--- src/rtl/mem_access_stage_pkg.sv ---
// -----------------------------------------------------------------------------
// mem_access_stage_pkg
// Shared definitions for the memory-access stage of the 16-bit processor:
// the stage FSM encoding, the word slots of the writeback data bundle and
// the default datapath width.
// -----------------------------------------------------------------------------
package mem_access_stage_pkg;

    localparam int DATA_W   = 16;   // datapath and address width

    // Word slots of the 3-word bundle sent to the writeback buffer.
    localparam int RDATA    = 0;    // data read from memory (0 for stores)
    localparam int ALU      = 1;    // ALU result / memory address
    localparam int RD       = 2;    // destination register, zero-extended
    localparam int WB_WORDS = 3;

    // Width of the bus-timeout counter; covers timeouts of 1..255 cycles.
    localparam int TO_CNT_W = 8;

    typedef enum logic [1:0] {
        IDLE   = 2'd0,
        ACCESS = 2'd1,
        DRAIN  = 2'd2
    } state_t;

endpackage

--- src/rtl/mem_timeout_counter.sv ---
// -----------------------------------------------------------------------------
// mem_timeout_counter
// Counts enabled cycles since the last clear and flags the cycle in which the
// count would reach LIMIT, so a requester waiting on a bus can abort after
// exactly LIMIT cycles of waiting.
//
// Ports:
//   clk        in   clock
//   reset      in   synchronous, active-high
//   i_clear    in   restart the count at zero
//   i_enable   in   count this cycle
//   o_expired  out  high in the LIMIT-th consecutive enabled cycle
// -----------------------------------------------------------------------------
module mem_timeout_counter #(
    parameter int CNT_W = 8,
    parameter int LIMIT = 15
) (
    input  logic clk,
    input  logic reset,
    input  logic i_clear,
    input  logic i_enable,
    output logic o_expired
);

    logic [CNT_W-1:0] r_count;

    always_ff @(posedge clk) begin
        if (reset || i_clear) begin
            r_count <= '0;
        end else if (i_enable) begin
            r_count <= r_count + CNT_W'(1);
        end
    end

    // Compare against LIMIT-1 so the expiry is known in the waiting cycle
    // itself and the requester can leave without an extra dead cycle.
    assign o_expired = i_enable && (r_count == CNT_W'(LIMIT - 1));

endmodule

--- src/rtl/mem_access_stage.sv ---
// -----------------------------------------------------------------------------
// mem_access_stage
// Memory-access pipeline stage. Non-memory instructions are forwarded to the
// writeback buffer one cycle after they arrive. Loads and stores run a
// req/ack transaction on the data bus while upstream is stalled; the result
// is handed to writeback in a one-cycle DRAIN state. A missing ack aborts the
// access after TIMEOUT cycles and raises a sticky bus_err.
//
// Ports:
//   clk, reset                    clock, synchronous active-high reset
//   valid_in, flush               execute result present / kill instruction
//   alu_result, store_data, rd    execute results
//   mem_read_in, mem_write_in,
//   reg_write_in, mem_to_reg_in,
//   pc_src_in                     control bits from execute
//   stall_out                     upstream must hold
//   mem_req, mem_we, mem_addr,
//   mem_wdata, mem_rdata, mem_ack data-memory bus
//   wb_load, wb_data              writeback strobe and 3-word bundle
//   pc_src_o, reg_write_o,
//   mem_to_reg_o                  registered control to writeback
//   bus_err                       sticky bus-timeout flag
// -----------------------------------------------------------------------------
module mem_access_stage #(
    parameter int DATA_W  = mem_access_stage_pkg::DATA_W,
    parameter int TIMEOUT = 15
) (
    input  logic                  clk,
    input  logic                  reset,
    input  logic                  valid_in,
    input  logic                  flush,
    input  logic [DATA_W-1:0]     alu_result,
    input  logic [DATA_W-1:0]     store_data,
    input  logic [3:0]            rd,
    input  logic                  mem_read_in,
    input  logic                  mem_write_in,
    input  logic                  reg_write_in,
    input  logic                  mem_to_reg_in,
    input  logic                  pc_src_in,
    output logic                  stall_out,
    output logic                  mem_req,
    output logic                  mem_we,
    output logic [DATA_W-1:0]     mem_addr,
    output logic [DATA_W-1:0]     mem_wdata,
    input  logic [DATA_W-1:0]     mem_rdata,
    input  logic                  mem_ack,
    output logic                  wb_load,
    output logic [3*DATA_W-1:0]   wb_data,
    output logic                  pc_src_o,
    output logic                  reg_write_o,
    output logic                  mem_to_reg_o,
    output logic                  bus_err
);

    import mem_access_stage_pkg::*;

    state_t              r_state, w_state_next;
    logic                w_accept_alu, w_start_mem, w_done_ack, w_done_to;
    logic                w_in_access, w_expired, w_kill_now;
    logic                r_killed, r_alu_load, r_bus_err;
    logic                r_mem_req, r_mem_we;
    logic [DATA_W-1:0]   r_mem_addr, r_mem_wdata;
    logic [3:0]          r_p_rd;
    logic                r_p_pc_src, r_p_reg_write, r_p_mem_to_reg;
    logic                r_pc_src_o, r_reg_write_o, r_mem_to_reg_o;
    logic [DATA_W-1:0]   r_wb_word [WB_WORDS];

    assign w_in_access = (r_state == ACCESS);

    mem_timeout_counter #(
        .CNT_W (TO_CNT_W),
        .LIMIT (TIMEOUT)
    ) u_timeout (
        .clk       (clk),
        .reset     (reset),
        .i_clear   (!w_in_access),
        .i_enable  (w_in_access),
        .o_expired (w_expired)
    );

    // State register
    always_ff @(posedge clk) begin
        if (reset) begin
            r_state <= IDLE;
        end else begin
            r_state <= w_state_next;
        end
    end

    // Next state and per-cycle decisions
    always_comb begin
        w_state_next = r_state;
        w_accept_alu = 1'b0;
        w_start_mem  = 1'b0;
        w_done_ack   = 1'b0;
        w_done_to    = 1'b0;
        case (r_state)
            IDLE: begin
                if (valid_in && !flush) begin
                    if (mem_read_in || mem_write_in) begin
                        w_start_mem  = 1'b1;
                        w_state_next = ACCESS;
                    end else begin
                        w_accept_alu = 1'b1;
                    end
                end
            end
            ACCESS: begin
                // An ack wins over a simultaneous expiry: the data is valid.
                if (mem_ack) begin
                    w_done_ack   = 1'b1;
                    w_state_next = DRAIN;
                end else if (w_expired) begin
                    w_done_to    = 1'b1;
                    w_state_next = DRAIN;
                end
            end
            DRAIN:   w_state_next = IDLE;
            default: w_state_next = IDLE;
        endcase
    end

    // A flush in the completing cycle kills just like an earlier one.
    assign w_kill_now = r_killed || flush;

    // Datapath, bus and writeback registers
    always_ff @(posedge clk) begin
        if (reset) begin
            r_alu_load     <= 1'b0;
            r_killed       <= 1'b0;
            r_bus_err      <= 1'b0;
            r_mem_req      <= 1'b0;
            r_mem_we       <= 1'b0;
            r_mem_addr     <= '0;
            r_mem_wdata    <= '0;
            r_p_rd         <= '0;
            r_p_pc_src     <= 1'b0;
            r_p_reg_write  <= 1'b0;
            r_p_mem_to_reg <= 1'b0;
            r_pc_src_o     <= 1'b0;
            r_reg_write_o  <= 1'b0;
            r_mem_to_reg_o <= 1'b0;
            for (int i = 0; i < WB_WORDS; i++) begin
                r_wb_word[i] <= '0;
            end
        end else begin
            r_alu_load <= w_accept_alu;

            if (w_accept_alu) begin
                r_wb_word[RDATA] <= '0;
                r_wb_word[ALU]   <= alu_result;
                r_wb_word[RD]    <= {{(DATA_W-4){1'b0}}, rd};
                r_pc_src_o       <= pc_src_in;
                r_reg_write_o    <= reg_write_in;
                r_mem_to_reg_o   <= mem_to_reg_in;
            end

            if (w_start_mem) begin
                r_mem_req      <= 1'b1;
                r_mem_we       <= mem_write_in;   // read+write behaves as a store
                r_mem_addr     <= alu_result;
                r_mem_wdata    <= store_data;
                r_p_rd         <= rd;
                r_p_pc_src     <= pc_src_in;
                r_p_reg_write  <= reg_write_in;
                r_p_mem_to_reg <= mem_to_reg_in;
                r_killed       <= 1'b0;
            end

            if (w_in_access && flush) begin
                r_killed <= 1'b1;
            end

            if (w_done_ack || w_done_to) begin
                r_mem_req <= 1'b0;
                // Killed instructions leave the writeback bundle untouched.
                if (!w_kill_now) begin
                    r_wb_word[RDATA] <= (w_done_ack && !r_mem_we) ? mem_rdata : '0;
                    r_wb_word[ALU]   <= r_mem_addr;
                    r_wb_word[RD]    <= {{(DATA_W-4){1'b0}}, r_p_rd};
                    r_pc_src_o       <= r_p_pc_src;
                    r_reg_write_o    <= r_p_reg_write && !w_done_to;
                    r_mem_to_reg_o   <= r_p_mem_to_reg;
                end
            end

            if (w_done_to) begin
                r_bus_err <= 1'b1;
            end
        end
    end

    // The DRAIN strobe looks at flush directly so a flush arriving during
    // DRAIN still suppresses the writeback.
    assign wb_load = r_alu_load || ((r_state == DRAIN) && !r_killed && !flush);

    generate
        for (genvar gi = 0; gi < WB_WORDS; gi++) begin : g_wb_word
            assign wb_data[gi*DATA_W +: DATA_W] = r_wb_word[gi];
        end
    endgenerate

    assign stall_out    = (r_state != IDLE);
    assign mem_req      = r_mem_req;
    assign mem_we       = r_mem_we;
    assign mem_addr     = r_mem_addr;
    assign mem_wdata    = r_mem_wdata;
    assign pc_src_o     = r_pc_src_o;
    assign reg_write_o  = r_reg_write_o;
    assign mem_to_reg_o = r_mem_to_reg_o;
    assign bus_err      = r_bus_err;

endmodule

--- config.mk ---
export PLATFORM = sky130hd
export DESIGN_NAME = mem_access_stage
export DESIGN_NICKNAME = d
export VERILOG_FILES = /design/src/rtl/mem_access_stage_pkg.sv /design/src/rtl/mem_timeout_counter.sv /design/src/rtl/mem_access_stage.sv
export SDC_FILE = /design/constraint.sdc
export NUM_CORES = 1
export LEC_CHECK = 0
export CORE_ASPECT_RATIO = 2
export CORE_MARGIN = 3
export CORE_UTILIZATION = 36
export CTS_BUF_LIST = sky130_fd_sc_hd__clkbuf_4 sky130_fd_sc_hd__clkbuf_8 sky130_fd_sc_hd__clkbuf_16
export CTS_CLUSTER_DIAMETER = 120
export DETAILED_ROUTE_END_ITERATION = 16
export PLACE_DENSITY = 0.75
export SYNTH_ARGS = -nofsm -noshare
export SYNTH_HDL_FRONTEND = slang
export SYNTH_SLANG_ARGS = --single-unit
export TNS_END_PERCENT = 1
--- constraint.sdc ---
create_clock -name clk -period 6 [get_ports clk]
set_clock_uncertainty 0.1 [all_clocks]
set_input_delay 1.8 -clock clk [delete_from_list [all_inputs] [get_ports clk]]
set_output_delay 1.8 -clock clk [all_outputs]
set_load 0.005 [all_outputs]
==> tab_implementation.tex <==
\begin{tabular}{lr}
\hline
Metric & Value \\
\hline
\multicolumn{2}{l}{\textbf{Status}} \\
\quad Status & complete, no violations \\
\multicolumn{2}{l}{\textbf{Clock tree}} \\
\quad Clock Tree Buf Depth & 2 \\
\quad Post-cts gate resize count & 0 \\
\quad Hold Buf Count CTS & 0 \\
\quad Number of H-tree levels & 3 \\
\quad Total number of clock tree sinks & 93 \\
\quad Clock latency on the worst-skew pair & 0.33 ns \\
\quad Clock root cell & sky130\_fd\_sc\_hd\_\_clkbuf\_16 \\
\quad TritonCTS clock tree & yes \\
\quad CTS buffer count & 9 \\
\quad Post-CTS setup buffers & 0 \\
\quad Clock input transition at the sequential cells of the worst setup and hold paths & 0.06 ns \\
\multicolumn{2}{l}{\textbf{Place}} \\
\quad Area after DPL & 0.00508 mm\^{}2 \\
\quad Placer congestion estimate & 0.789 \\
\quad Dpl hpwl & 6660 um \\
\quad Number of I/O port buffers & 137 \\
\multicolumn{2}{l}{\textbf{Synth}} \\
\quad Share of the synthesized area in the top cell type & 31.1\% \\
\quad Library cell occupying the most area in the post-synthesis netlist & sky130\_fd\_sc\_hd\_\_dfxtp\_1 \\
\quad Synth Cell Area & 0.00367 mm\^{}2 \\
\quad Biggest area contributors in the synthesized netlist & sky130\_fd\_sc\_hd\_\_dfxtp\_1 31\%, sky130\_fd\_sc\_hd\_\_edfxtp\_1 29\%, sky130\_fd\_sc\_hd\_\_nand2\_1 8.5\%, sky130\_fd\_sc\_hd\_\_a21oi\_1 5.5\%, sky130\_fd\_sc\_hd\_\_a22o\_2 4.6\% \\
\quad Sequential element share of the synthesized area & 60.6\% \\
\quad Area fraction in and, or, nand and nor cells after synthesis & 17.7\% \\
\quad Mapped Avg Cell Area & 10.6 um\^{}2 \\
\quad Adder-cell share of the synthesized area & 0.682\% \\
\quad Main combinational cell family by area after synthesis & simple AND/OR/NAND/NOR gates \\
\quad Compound-gate portion of the synthesized area & 13.2\% \\
\quad Xor/xnor share of the synthesized area & 1.43\% \\
\quad Yosys Warn Count & 0 \\
\quad Number of storage elements in the synthesis netlist & 93 \\
\quad Share of cell area taken by muxes after synthesis & 0.819\% \\
\quad Synthesized instance count & 347 \\
\quad Distinct cells, synth & 37 \\
\multicolumn{2}{l}{\textbf{Cells and area}} \\
\quad Multi-input gate area & 0.00131 mm\^{}2 \\
\quad Register bank with the most flops & r\_wb\_word \\
\quad Layout cells sized above 1 & 9.60\% \\
\quad Flip-flop count of the largest register, all copies and words added & 36 \\
\quad Area used by sequential logic in the layout & 0.00222 mm\^{}2 \\
\quad Net count, final & 538 \\
\quad Antenna cells & 0 \\
\quad Non-Filler Cell Area, Final & 0.00535 mm\^{}2 \\
\quad Fill cell total of the finished layout & 882 \\
\quad Area growth, synth to finish & 46.0\% \\
\multicolumn{2}{l}{\textbf{Global routing}} \\
\quad Antenna violations before repair & 0 \\
\quad Number of global-route vias before repair & 2901 \\
\quad Wire length of the first global-routing pass & 14600 um \\
\quad Most Crowded Layer GR & met2 \\
\quad Met1 Usage GRT & 17.0\% \\
\quad Global Route Usage Sum & 16.4\% \\
\quad Met3 capacity usage during global routing & 4.66\% \\
\quad Maximum number of pins on one net before global-route repair & 49 \\
\quad Residual overflow from global routing & 0 \\
\quad Met2 track demand over resource in global routing & 30.4\% \\
\multicolumn{2}{l}{\textbf{Setup path}} \\
\quad Kind of capture point of the worst setup path & output port \\
\quad Top fanout value on the critical path & 4 \\
\quad Crit Path Class & input port to output port \\
\quad Type of origin of the critical path & input port \\
\quad Required time of the critical path & 4.10 ns \\
\quad Worst reg-to-reg path cell count & 4 \\
\quad Arrival time at the worst endpoint & 3.27 ns \\
\multicolumn{2}{l}{\textbf{Floorplan}} \\
\quad Effective utilization at floorplan & 37.3\% \\
\quad Y dimension of the die & 149 um \\
\quad I/O pin total & 150 \\
\quad Die outline width & 77.4 um \\
\quad Core Box Area & 0.00983 mm\^{}2 \\
\quad Area enclosed by the die boundary & 0.0115 mm\^{}2 \\
\quad Cell Rows & 51 \\
\multicolumn{2}{l}{\textbf{STA}} \\
\quad Setup TNS & 0 ns \\
\quad Final period utilization & 86.1\% \\
\quad Fmax & 194 MHz \\
\quad Worst-case headroom to the max-slew limit & 28.2\% \\
\quad Total count of hold-check failures in the final report & 0 \\
\quad Total setup violations reported at the end of the flow & 0 \\
\quad Min cycle time layout & 5.17 ns \\
\quad Number of max-slew violations in the final report & 0 \\
\quad Unrepaired setup endpoints after global routing & false \\
\quad Slew at the pin closest to its max-slew limit & 1.07 ns \\
\multicolumn{2}{l}{\textbf{Route}} \\
\quad Vias per inst & 4.73 \\
\quad Via count & 2891 \\
\quad Antenna-violating nets left & 0 \\
\quad Post-route DRC violation count & 0 \\
\quad Drt initial violations & 141 \\
\quad Post-DR wirelength/cell & 15.2 um \\
\quad TritonRoute pass-1 iters & 4 \\
\quad Post-detailed-routing wire length & 9270 um \\
\multicolumn{2}{l}{\textbf{Job}} \\
\quad Maximum Capacitance Violations & 0 \\
\multicolumn{2}{l}{\textbf{Power and ir drop}} \\
\quad Largest vdd supply drop & 0.000168 V \\
\quad Power per cell area & 254 mW/mm\^{}2 \\
\quad Static leakage & 0.00194 uW \\
\multicolumn{2}{l}{\textbf{Hold path}} \\
\quad Type of the most critical hold path & register to register \\
\quad Hold Path Depth & 2 \\
\hline
\end{tabular}
-- layout by cell type, fill, tap and decap left out, types with 2 or more instances in the layout --
| master | count |
|---|---|
| sky130_fd_sc_hd__ha_1 | 2 |
| sky130_fd_sc_hd__a21oi_1 | 40 |
| sky130_fd_sc_hd__dfxtp_1 | 57 |
| sky130_fd_sc_hd__nor2_1 | 19 |
| sky130_fd_sc_hd__mux2i_1 | 3 |
| sky130_fd_sc_hd__a22o_2 | 17 |
| sky130_fd_sc_hd__inv_1 | 2 |
| sky130_fd_sc_hd__a22oi_1 | 2 |
| sky130_fd_sc_hd__nand2_1 | 83 |
| sky130_fd_sc_hd__a22o_1 | 3 |
| sky130_fd_sc_hd__clkdlybuf4s50_1 | 136 |
| sky130_fd_sc_hd__conb_1 | 12 |
| sky130_fd_sc_hd__nand2b_1 | 2 |
| sky130_fd_sc_hd__clkbuf_4 | 3 |
| sky130_fd_sc_hd__clkinv_2 | 2 |
| sky130_fd_sc_hd__edfxtp_1 | 36 |
| sky130_fd_sc_hd__xor2_1 | 5 |
| sky130_fd_sc_hd__clkbuf_16 | 9 |
| sky130_fd_sc_hd__nand3_1 | 2 |
| sky130_fd_sc_hd__o2bb2ai_1 | 2 |
| sky130_fd_sc_hd__nor4_4 | 2 |
| sky130_fd_sc_hd__nand4_1 | 3 |
| sky130_fd_sc_hd__and2_1 | 17 |
-- synth_stat cells --
library cell and count:
sky130_fd_sc_hd__a21oi_1 40, sky130_fd_sc_hd__a22o_1 3, sky130_fd_sc_hd__a22o_2 17, sky130_fd_sc_hd__a22oi_1 2
sky130_fd_sc_hd__a31o_2 1, sky130_fd_sc_hd__a31oi_4 1, sky130_fd_sc_hd__a41oi_1 1, sky130_fd_sc_hd__and2_1 17
sky130_fd_sc_hd__and3_2 1, sky130_fd_sc_hd__and4b_1 1, sky130_fd_sc_hd__buf_2 6, sky130_fd_sc_hd__buf_4 12
sky130_fd_sc_hd__buf_6 2, sky130_fd_sc_hd__clkbuf_1 12, sky130_fd_sc_hd__clkbuf_2 1, sky130_fd_sc_hd__conb_1 1
sky130_fd_sc_hd__dfxtp_1 57, sky130_fd_sc_hd__edfxtp_1 36, sky130_fd_sc_hd__ha_1 2, sky130_fd_sc_hd__inv_1 2
sky130_fd_sc_hd__mux2i_1 3, sky130_fd_sc_hd__nand2_1 83, sky130_fd_sc_hd__nand2b_1 3, sky130_fd_sc_hd__nand3_1 2
sky130_fd_sc_hd__nand4_1 3, sky130_fd_sc_hd__nor2_1 20, sky130_fd_sc_hd__nor2b_1 2, sky130_fd_sc_hd__nor3_1 1
sky130_fd_sc_hd__nor4_4 2, sky130_fd_sc_hd__nor4b_4 1, sky130_fd_sc_hd__o21ai_0 1, sky130_fd_sc_hd__o21ai_1 1
sky130_fd_sc_hd__o21bai_1 1, sky130_fd_sc_hd__o2bb2ai_1 2, sky130_fd_sc_hd__or2_2 1, sky130_fd_sc_hd__xnor2_1 1
sky130_fd_sc_hd__xor2_1 5
-- cell families (layout without fill, tap and decap cells) --
family | count (synthesis) | after routing
muxes | 3 | 3
and+or+nand+nor | 137 | 137
AOI/OAI and AO/OA | 70 | 70
xor gates and xnor gates | 6 | 6
adders and majority gates | 2 | 2
buffers and inverters | 35 | 156
DFF | 93 | 93
other | 1 | 12
-- final cells by class --
type                    instances  share of cell area, %
clock buffers                  12                   4.63
clock inverters                 4                  0.491
flip-flops and latches         93                   41.5
multi-input cells             230                   24.5
inverters                       2                  0.140
repair buffers                138                   25.7
well taps                     132                   3.09
-- critical path, cell delays in order --
cell and delay, ns:
sky130_fd_sc_hd__clkdlybuf4s50_1 0.54, sky130_fd_sc_hd__nor2_1 0.24, sky130_fd_sc_hd__a31o_2 0.19, sky130_fd_sc_hd__clkdlybuf4s50_1 0.50
-- stage by stage --
stage / util [%] / std cells / hold WS (ns) / power (uW) / setup WS, ns
floorplan: - / 358 / 0.332 / 759 / 1.97
finish: 54.5 / 611 / 0.354 / 1360 / 0.835
global route: 54.5 / 611 / 0.378 / 1410 / 0.730
CTS: 54.5 / 611 / 0.356 / 1370 / 0.839
global placement: 51.7 / 595 / 0.340 / 854 / 0.872
detailed placement: 51.7 / 595 / 0.347 / 857 / 0.849
-- final timing paths --
path                   startpoint              end  slack (ns)
max                         flush          wb_load        0.83
min                r_p_mem_to_reg   r_p_mem_to_reg        0.35
max reg2reg  u_timeout.r_count[4]  r_wb_word[0][3]        3.43
min reg2reg        r_p_mem_to_reg   r_p_mem_to_reg        0.35
-- where the power goes --
group / switching, uW / total [uW] / internal, uW
clock: 224 / 518 / 294
combinational: 60.0 / 147 / 86.8
sequential: 12.2 / 694 / 682
-- per-layer routing --
layer / routed length [um] / vias up
li1: - / 1423
met1: 3380 / 1346
met2: 5130 / 105
met3: 513 / 17
met4: 241 / 0
met5: 0 / -
Power figures use the tool's default switching activity.
